**src/rtl/regfile_wb_arbiter.sv**
```systemverilog
// Arbitrates the single register-file write port between WB (priority) and queued MDU results; rf_* one cycle after grant.
// MDU backpressure via mdu_ready (FIFO full); WB held only on forced drains. Optional RF_ARB_BYPASS_EN: idle-port MDU bypass.
module regfile_wb_arbiter #(
    parameter int DEPTH        = 4,
    parameter int STARVE_LIMIT = 8
) (
    input  logic        clk,
    input  logic        rst,
    input  logic        pipe_wr_en,
    input  logic        pipe_jal,
    input  logic [4:0]  pipe_wr_addr,
    input  logic [31:0] pipe_wr_data,
    output logic        pipe_hold,
    input  logic        mdu_valid,
    output logic        mdu_ready,
    input  logic [4:0]  mdu_wr_addr,
    input  logic [31:0] mdu_wr_data,
    input  logic        issue_en,
    input  logic [4:0]  issue_addr,
    input  logic [4:0]  rd_addr0,
    input  logic [4:0]  rd_addr1,
    output logic        raw_stall,
    output logic        rf_wr_en,
    output logic        rf_jal,
    output logic [4:0]  rf_wr_addr,
    output logic [31:0] rf_wr_data
);
    localparam int AW = (DEPTH > 1) ? $clog2(DEPTH) : 1;
    localparam int SW = $clog2(STARVE_LIMIT + 1);
    localparam logic [AW:0]   FULL_CNT = (AW+1)'(DEPTH);
    localparam logic [SW-1:0] LIMIT    = SW'(STARVE_LIMIT);

    typedef enum logic {NORMAL, FORCE} state_t;

    state_t        state;
    logic [4:0]    fifo_addr [DEPTH];
    logic [31:0]   fifo_data [DEPTH];
    logic [AW-1:0] wr_ptr;
    logic [AW-1:0] rd_ptr;
    logic [AW:0]   count;
    logic [SW-1:0] starve_cnt;
    logic [31:0]   pending;

    logic        empty;
    logic        full;
    logic        push;
    logic        push_fifo;
    logic        pop;
    logic        bypass;
    logic        grant_pipe;
    logic        losing;
    logic [4:0]  head_addr;
    logic [31:0] head_data;
    logic [31:0] set_mask;
    logic [31:0] clr_mask;

    always_comb begin
        empty      = (count == '0);
        full       = (count == FULL_CNT);
        head_addr  = fifo_addr[rd_ptr];
        head_data  = fifo_data[rd_ptr];
        push       = mdu_valid && !full;
        bypass     = 1'b0;
`ifdef RF_ARB_BYPASS_EN
        bypass     = (state == NORMAL) && empty && !pipe_wr_en && push;
`endif
        push_fifo  = push && !bypass;
        grant_pipe = (state == NORMAL) && pipe_wr_en;
        // In FORCE the head wins regardless of WB; in NORMAL only an idle WB lets it through.
        pop        = !empty && ((state == FORCE) || !pipe_wr_en);
        losing     = (state == NORMAL) && !empty && !pop;
        set_mask   = (issue_en && issue_addr != 5'd0) ? (32'd1 << issue_addr) : 32'd0;
        clr_mask   = 32'd0;
        if (pop)
            clr_mask = 32'd1 << head_addr;
        else if (bypass)
            clr_mask = 32'd1 << mdu_wr_addr;
    end

    assign mdu_ready = !full;
    assign pipe_hold = (state == FORCE) && pipe_wr_en;
    assign raw_stall = (rd_addr0 != 5'd0 && pending[rd_addr0])
                    || (rd_addr1 != 5'd0 && pending[rd_addr1])
                    || (issue_en && issue_addr != 5'd0
                        && (issue_addr == rd_addr0 || issue_addr == rd_addr1));

    always_ff @(posedge clk) begin
        if (push_fifo) begin
            fifo_addr[wr_ptr] <= mdu_wr_addr;
            fifo_data[wr_ptr] <= mdu_wr_data;
        end
    end

    always_ff @(posedge clk or posedge rst) begin
        if (rst) begin
            state      <= NORMAL;
            wr_ptr     <= '0;
            rd_ptr     <= '0;
            count      <= '0;
            starve_cnt <= '0;
            pending    <= '0;
            rf_wr_en   <= 1'b0;
            rf_jal     <= 1'b0;
            rf_wr_addr <= 5'd0;
            rf_wr_data <= 32'd0;
        end else begin
            if (push_fifo)
                wr_ptr <= wr_ptr + AW'(1);
            if (pop)
                rd_ptr <= rd_ptr + AW'(1);
            count   <= count + (AW+1)'(push_fifo) - (AW+1)'(pop);
            // OR-ing the set mask last makes a same-cycle issue win over a clear.
            pending <= (pending & ~clr_mask) | set_mask;

            case (state)
                NORMAL: begin
                    if (pop) begin
                        starve_cnt <= '0;
                    end else if (losing) begin
                        starve_cnt <= starve_cnt + SW'(1);
                        if (starve_cnt + SW'(1) == LIMIT)
                            state <= FORCE;
                    end
                end
                FORCE: begin
                    state      <= NORMAL;
                    starve_cnt <= '0;
                end
            endcase

            rf_wr_en <= 1'b0;
            rf_jal   <= 1'b0;
            if (grant_pipe) begin
                rf_wr_en   <= pipe_jal || (pipe_wr_addr != 5'd0);
                rf_jal     <= pipe_jal;
                rf_wr_addr <= pipe_jal ? 5'd31 : pipe_wr_addr;
                rf_wr_data <= pipe_wr_data;
            end else if (pop) begin
                rf_wr_en   <= (head_addr != 5'd0);
                rf_wr_addr <= head_addr;
                rf_wr_data <= head_data;
            end else if (bypass) begin
                rf_wr_en   <= (mdu_wr_addr != 5'd0);
                rf_wr_addr <= mdu_wr_addr;
                rf_wr_data <= mdu_wr_data;
            end
        end
    end

    issue_to_pending: assert property (@(posedge clk) disable iff (rst)
        !(issue_en && issue_addr != 5'd0 && pending[issue_addr]));

    force_needs_entry: assert property (@(posedge clk) disable iff (rst)
        (state == FORCE) |-> !empty);

endmodule

```
**config.mk**
```make
export PLATFORM = sky130hd
export DESIGN_NAME = regfile_wb_arbiter
export DESIGN_NICKNAME = d
export VERILOG_FILES = /design/src/rtl/regfile_wb_arbiter.sv
export SDC_FILE = /design/constraint.sdc
export NUM_CORES = 1
export LEC_CHECK = 0
export BUFFER_PORTS_ARGS = -buffer_cell sky130_fd_sc_hd__buf_4
export CAP_MARGIN = 20
export CORE_UTILIZATION = 55
export DETAILED_ROUTE_END_ITERATION = 12
export GPL_ROUTABILITY_DRIVEN = 1
export PLACE_DENSITY = 0.76
export SETUP_SLACK_MARGIN = 0.02
export SLEW_MARGIN = 20
export SYNTH_ARGS = -nofsm -noshare
export SYNTH_HDL_FRONTEND = slang
export SYNTH_SLANG_ARGS = --single-unit
```
**constraint.sdc**
```tcl
create_clock -name clk -period 3.17 [get_ports clk]
set_input_delay 0 -clock clk [delete_from_list [all_inputs] [get_ports clk]]
set_output_delay 0 -clock clk [all_outputs]
set_load 0.005 [all_outputs]
```
# Word-level counts from Yosys, hierarchy flattened

Memories as Yosys holds them, arrays and structs flattened.
Index checks and enable logic that the tools add are counted.

Memories kept: 2
Register bits after elaboration: 83
Output and inout bits: 42
Logic and storage cells: 79
Bits of input ports: 95
RAM bits: 148

Memory list:

| name      | words | bits a word | rd ports | clocked after Yosys merged registers in | wr ports | RTL line | source |
|---|---|---|---|---|---|---|---|
| fifo_data | 4     | 32          | 1        | 0                                       | 1        | 37       | `logic [31:0] fifo_data [DEPTH];` |
| fifo_addr | 4     | 5           | 1        | 0                                       | 1        | 36       | `logic [4:0] fifo_addr [DEPTH];` |

Add/sub/neg operators: 5
Equality and inequality tests: 5
Muxes and demuxes: 23
Bitwise logic cells: 4
Reductions and logical operators: 26
Shift-type cells: 2
$lt $le $gt $ge: 2

Operators by type and width:

| operator             | count |
|---|---|
| $mux 32              | 4 |
| $shl 1x5->32 const A | 2 |
| $and 32x32->32       | 1 |
| $not 32->32          | 1 |
| $or 32x32->32        | 1 |
| $reduce_bool 5->1    | 5 |
| $mux 5               | 3 |
| $lt 5x6->1 const B   | 2 |
| $bmux 1 s5           | 2 |
| $eq 5x5->1           | 2 |
| $logic_and 1x1->1    | 10 |
| $mux 1               | 10 |
| $mux 4               | 2 |
| $pmux 4 s2           | 1 |
| $logic_or 1x1->1     | 5 |
| $add 2x1->2 const B  | 2 |
| $add 4x1->4 const B  | 1 |
| $eq 4x4->1 const B   | 1 |
| $logic_not 1->1      | 4 |
| $add 3x1->3          | 1 |
| $eq 3x3->1 const B   | 1 |
| $logic_not 3->1      | 1 |
| $ne 3x3->1 const B   | 1 |
| $sub 3x1->3          | 1 |
| other kinds (3)      | 3 |

# Longest topological paths before layout

Word-level depth: 8
Depth in mapped cells: 10
Mapped depth without buffers: 10

# Worst setup path after synthesis

Ideal clock, no wire load.

Kind: register to register
Start: reg count[1]
End: reg count[2]
Clock period less this slack: 2.236 ns
Setup time: 0.123 ns
Stages on the path, launching flop included: 9
Data arrival time: 2.114 ns
Buffers on the path: 0
Setup slack: 0.934 ns
Data required time: 3.047 ns
Cell sequence: dfrtp_1 -> nor3_2 -> nor2_1 -> ha_1 -> inv_1 -> ha_1 -> fa_1 -> xnor2_1 -> xnor2_1

Elaborated cells on any way between the ends: 8
Classes of those cells: 2 x add/sub; 1 x eq/ne; 5 x reduce/logical

RTL lines:

| item                   | RTL line | source |
|---|---|---|
| from (decl)            | 40       | `logic [AW:0] count;` |
| from (signal assigned) | 111      | `count <= count + (AW+1)'(push_fifo) - (AW+1)'(pop);` |
| $logic_not 3->1        | 58       | `empty = (count == '0);` |
| $logic_not 1->1        | 70       | `pop = !empty && ((state == FORCE) \|\| !pipe_wr_en);` |
| $logic_and 1x1->1      | 70       |  |
| via pop                | 48       | `logic pop;` |
| $sub 3x1->3            | 111      |  |

The timed path passes the listed nets, and every way through them passes these cells.
A chain may end at the register's enable or synchronous reset.

# Final worst setup path

Start: reg rd_ptr[0]
End: reg pending[6]

Longest elaborated chain between the ends: 6

Ends and longest elaborated chain:

| item                   | RTL line | source |
|---|---|---|
| from (decl)            | 39       | `logic [AW-1:0] rd_ptr;` |
| from (signal assigned) | 110      | `rd_ptr <= rd_ptr + AW'(1);` |
| $mem_v2 4x5            | --       |  |
| $shl 1x5->32           | 75       | `clr_mask = 32'd1 << head_addr;` |
| $mux 32                | 74       | `if (pop)` |
| $not 32->32            | 113      | `pending <= (pending & ~clr_mask) \| set_mask;` |
| $and 32x32->32         | 113      |  |
| $or 32x32->32          | 113      |  |
| to (signal assigned)   | 113      |  |
| to (decl)              | 42       | `logic [31:0] pending;` |

No other way between the ends.

==> out/metrics.cfg <==
[sta]
setup_viol = 0
slew_headroom_pct = 47.0
setup_tns_ps = 0
finalCritPeriodShare_pct = 84.8
finalHoldViolations = 0
period_minus_slack_ps = 2690
max_freq_mhz = 372
rsz0062_at_grt = no
skew_ps = 9.61
worst_slew_pin_slew_ps = 795
drv_slew = 0

[logic_synthesis]
synth_top_area_cell = edfxtp_1
yosys-top-cells-count = 148 x edfxtp_1, 99 x nand2_1, 82 x dfrtp_1
synth.top_cell.area_share_pct = 45.5
avgSynthCellArea_um2 = 14.3
synth_top_flop_cell = edfxtp_1
synth-seq-cells = 230
synth_edf_count = 148
synth_area_leaders = edfxtp_1 46%, dfrtp_1 21%, mux4_2 11%
yosys_warnings = 0
async_flop_share_pct = 35.7
ys_seq_area_share_pct = 66.5
netlist_area_um2 = 9760
yosysMostFrequentCell = edfxtp_1
synth_cell_type_count = 47
synthesis.nets = 786
synth_cells = 682

[routing]
highest_layer = met4
avgViaCountPerCell = 5.96
drc = 0
drt_iter0_drc = 599
antenna_left = 0
routedLengthMet1_um = 9490
via_count = 6873
drtPass1Iterations = 5
routedWlPerCell_um = 21.0
wl_um = 24200
wl_met2_um = 12300
dr_wl_met3_um = 1630

[critical_path]
arrival_ps = 3080
critPathKind = reg -> reg
worstSetupStartpointType = flip-flop
endpoint_kind = flip-flop
crit_fanout = 17
required_ps = 3560
rrSetupSlack_ps = 480

[global_routing]
first_global_vias = 6974
grt_first_pass_wirelength_um = 37300
grt_start_max_net_pins = 78
gr-usage-all-layers_pct = 27.3
antenna_found_initial = 0
gr-total-overflow = 0

[clock_tree]
clkTransAtPathRegs_ps = 70
cts_setup_buffers = 0
clock_latency_ps = 510
cts_buffers = 23
cts_root_buffer = clkbuf_16
clock_path_buffers = 3
cts_tree = built
htreeDepth = 1
cts_sinks = 230

[power_and_ir_drop]
total_power_uw = 10600
p_per_area_nw_per_um2 = 831
irDropWorstVdd_mv = 0.597
power_leakage_uw = 0.00488

[die]
io_pins = 137
die_y_um = 135
die-area_um2 = 18300
initial_utilization_pct = 56.4
die_w_um = 135
rows = 48
placeableCoreArea_um2 = 17300

[placed_design]
placed_cells = 1021
gp_congestion = 0.905
place_area_um2 = 11000
hpwl_um = 15100
io_buffers = 136

[hold_path]
hp-class = in -> async

[cells_and_area]
antenna_cells = 0
fin_cells = 1153
fin_area_um2 = 12700
area_delta_synth_final_pct = 30.1
layout.nets = 1015
drive_gt1_share_pct = 27.6

[job]
maxCapViolations = 0

[status]
outcome = completed

==> critical path: stages, from the launching register on <==
cell and delay [ps]:
dfrtp_2 720, mux4_2 660, nor3_4 200, nand2_1 160
o21ai_0 180, o31ai_1 80, dlygate4sd3_1 560
==> flip-flops by register name (all words and copies together) (netlist names) <==
| name | cells |
|---|---|
| fifo_data | 128 |
| rf_wr_data | 32 |
| pending | 31 |
| fifo_addr | 20 |
| rf_wr_addr | 5 |
| starve_cnt | 4 |
| count | 3 |
| rd_ptr | 2 |
| wr_ptr | 2 |
| rf_jal | 1 |
| rf_wr_en | 1 |
| state | 1 |
==> per-stage QoR <==
stage          util [%]  hold WS [ps]  setup WS, ps
2_1_floorplan         -          90.2           934
3_3_place_gp       63.8           130           998
3_5_place_dp       63.8           148           895
4_1_cts            73.4           181           463
5_1_grt            73.4           220           321
6_report           73.4           171           481
==> timing repair <==
item | 4_1_cts | 5_1_grt
resized for setup | 0 | 0
hold buffers | 90 | 0
hold endpoints to repair | 258 | 0
==> power by group <==
part / switching (µW) / internal (µW)
clock: 1120 / 1580
sequential: 570 / 4070
combinational: 1640 / 1570
total: 3330 / 7220
==> placed cells by master, fill, tap and decap left out, types with 15 or more instances in the layout <==
master / instances
edfxtp_1: 148
nand2_1: 99
xnor2_1: 15
mux4_2: 49
dlygate4sd3_1: 90
a31oi_1: 40
clkbuf_16: 23
dfrtp_1: 80
o21ai_0: 56
nor2_1: 39
buf_4: 152
==> path summary, 6_finish.rpt <==
| path | start | to | depth (start not counted) |
|---|---|---|---|
| worst max-delay path | rd_ptr[0] | pending[6] | 6 |
| worst min-delay path | rst | rf_wr_data[6] | 3 |
| worst max register to register | rd_ptr[0] | pending[6] | 6 |
| worst min register to register | state | starve_cnt[2] | 1 |
| max in group asynchronous | rst | rd_ptr[0] | 4 |
| min in group clk | mdu_wr_data[25] | fifo_data[2][25] | 2 |
==> cell families (layout without fill, tap and decap cells) <==
group / after synthesis / count (layout) / synth area share, %
adder cells (fa/ha/maj): 9 / 9 / 1.23
buffers and inverters: 49 / 295 / 2.11
XOR/XNOR: 17 / 17 / 1.53
AND/OR/NAND/NOR: 200 / 200 / 9.34
flip-flops: 230 / 230 / 66.5
AO/OA/AOI/OAI: 123 / 123 / 7.38
multiplexers: 54 / 54 / 11.9
==> final cells by class <==
type / instances / area, µm²
clock buffer: 29 / 628
inverter: 11 / 42.5
fill: 1068 / 4600
tap: 225 / 282
timing repair buffer: 242 / 2040
sequential: 230 / 6500
clock inverter: 13 / 133
multi-input combinational: 403 / 3070
==> metal layers <==
| layer | up-vias | track usage [%] |
|---|---|---|
| met4 | 0 | 9.30 |
| li1 | 3025 | - |
| met5 | - | 0 |
| met3 | 60 | 4.68 |
| met1 | 3461 | 35.2 |
| met2 | 327 | 47.0 |
Power figures use the tool's default switching activity.
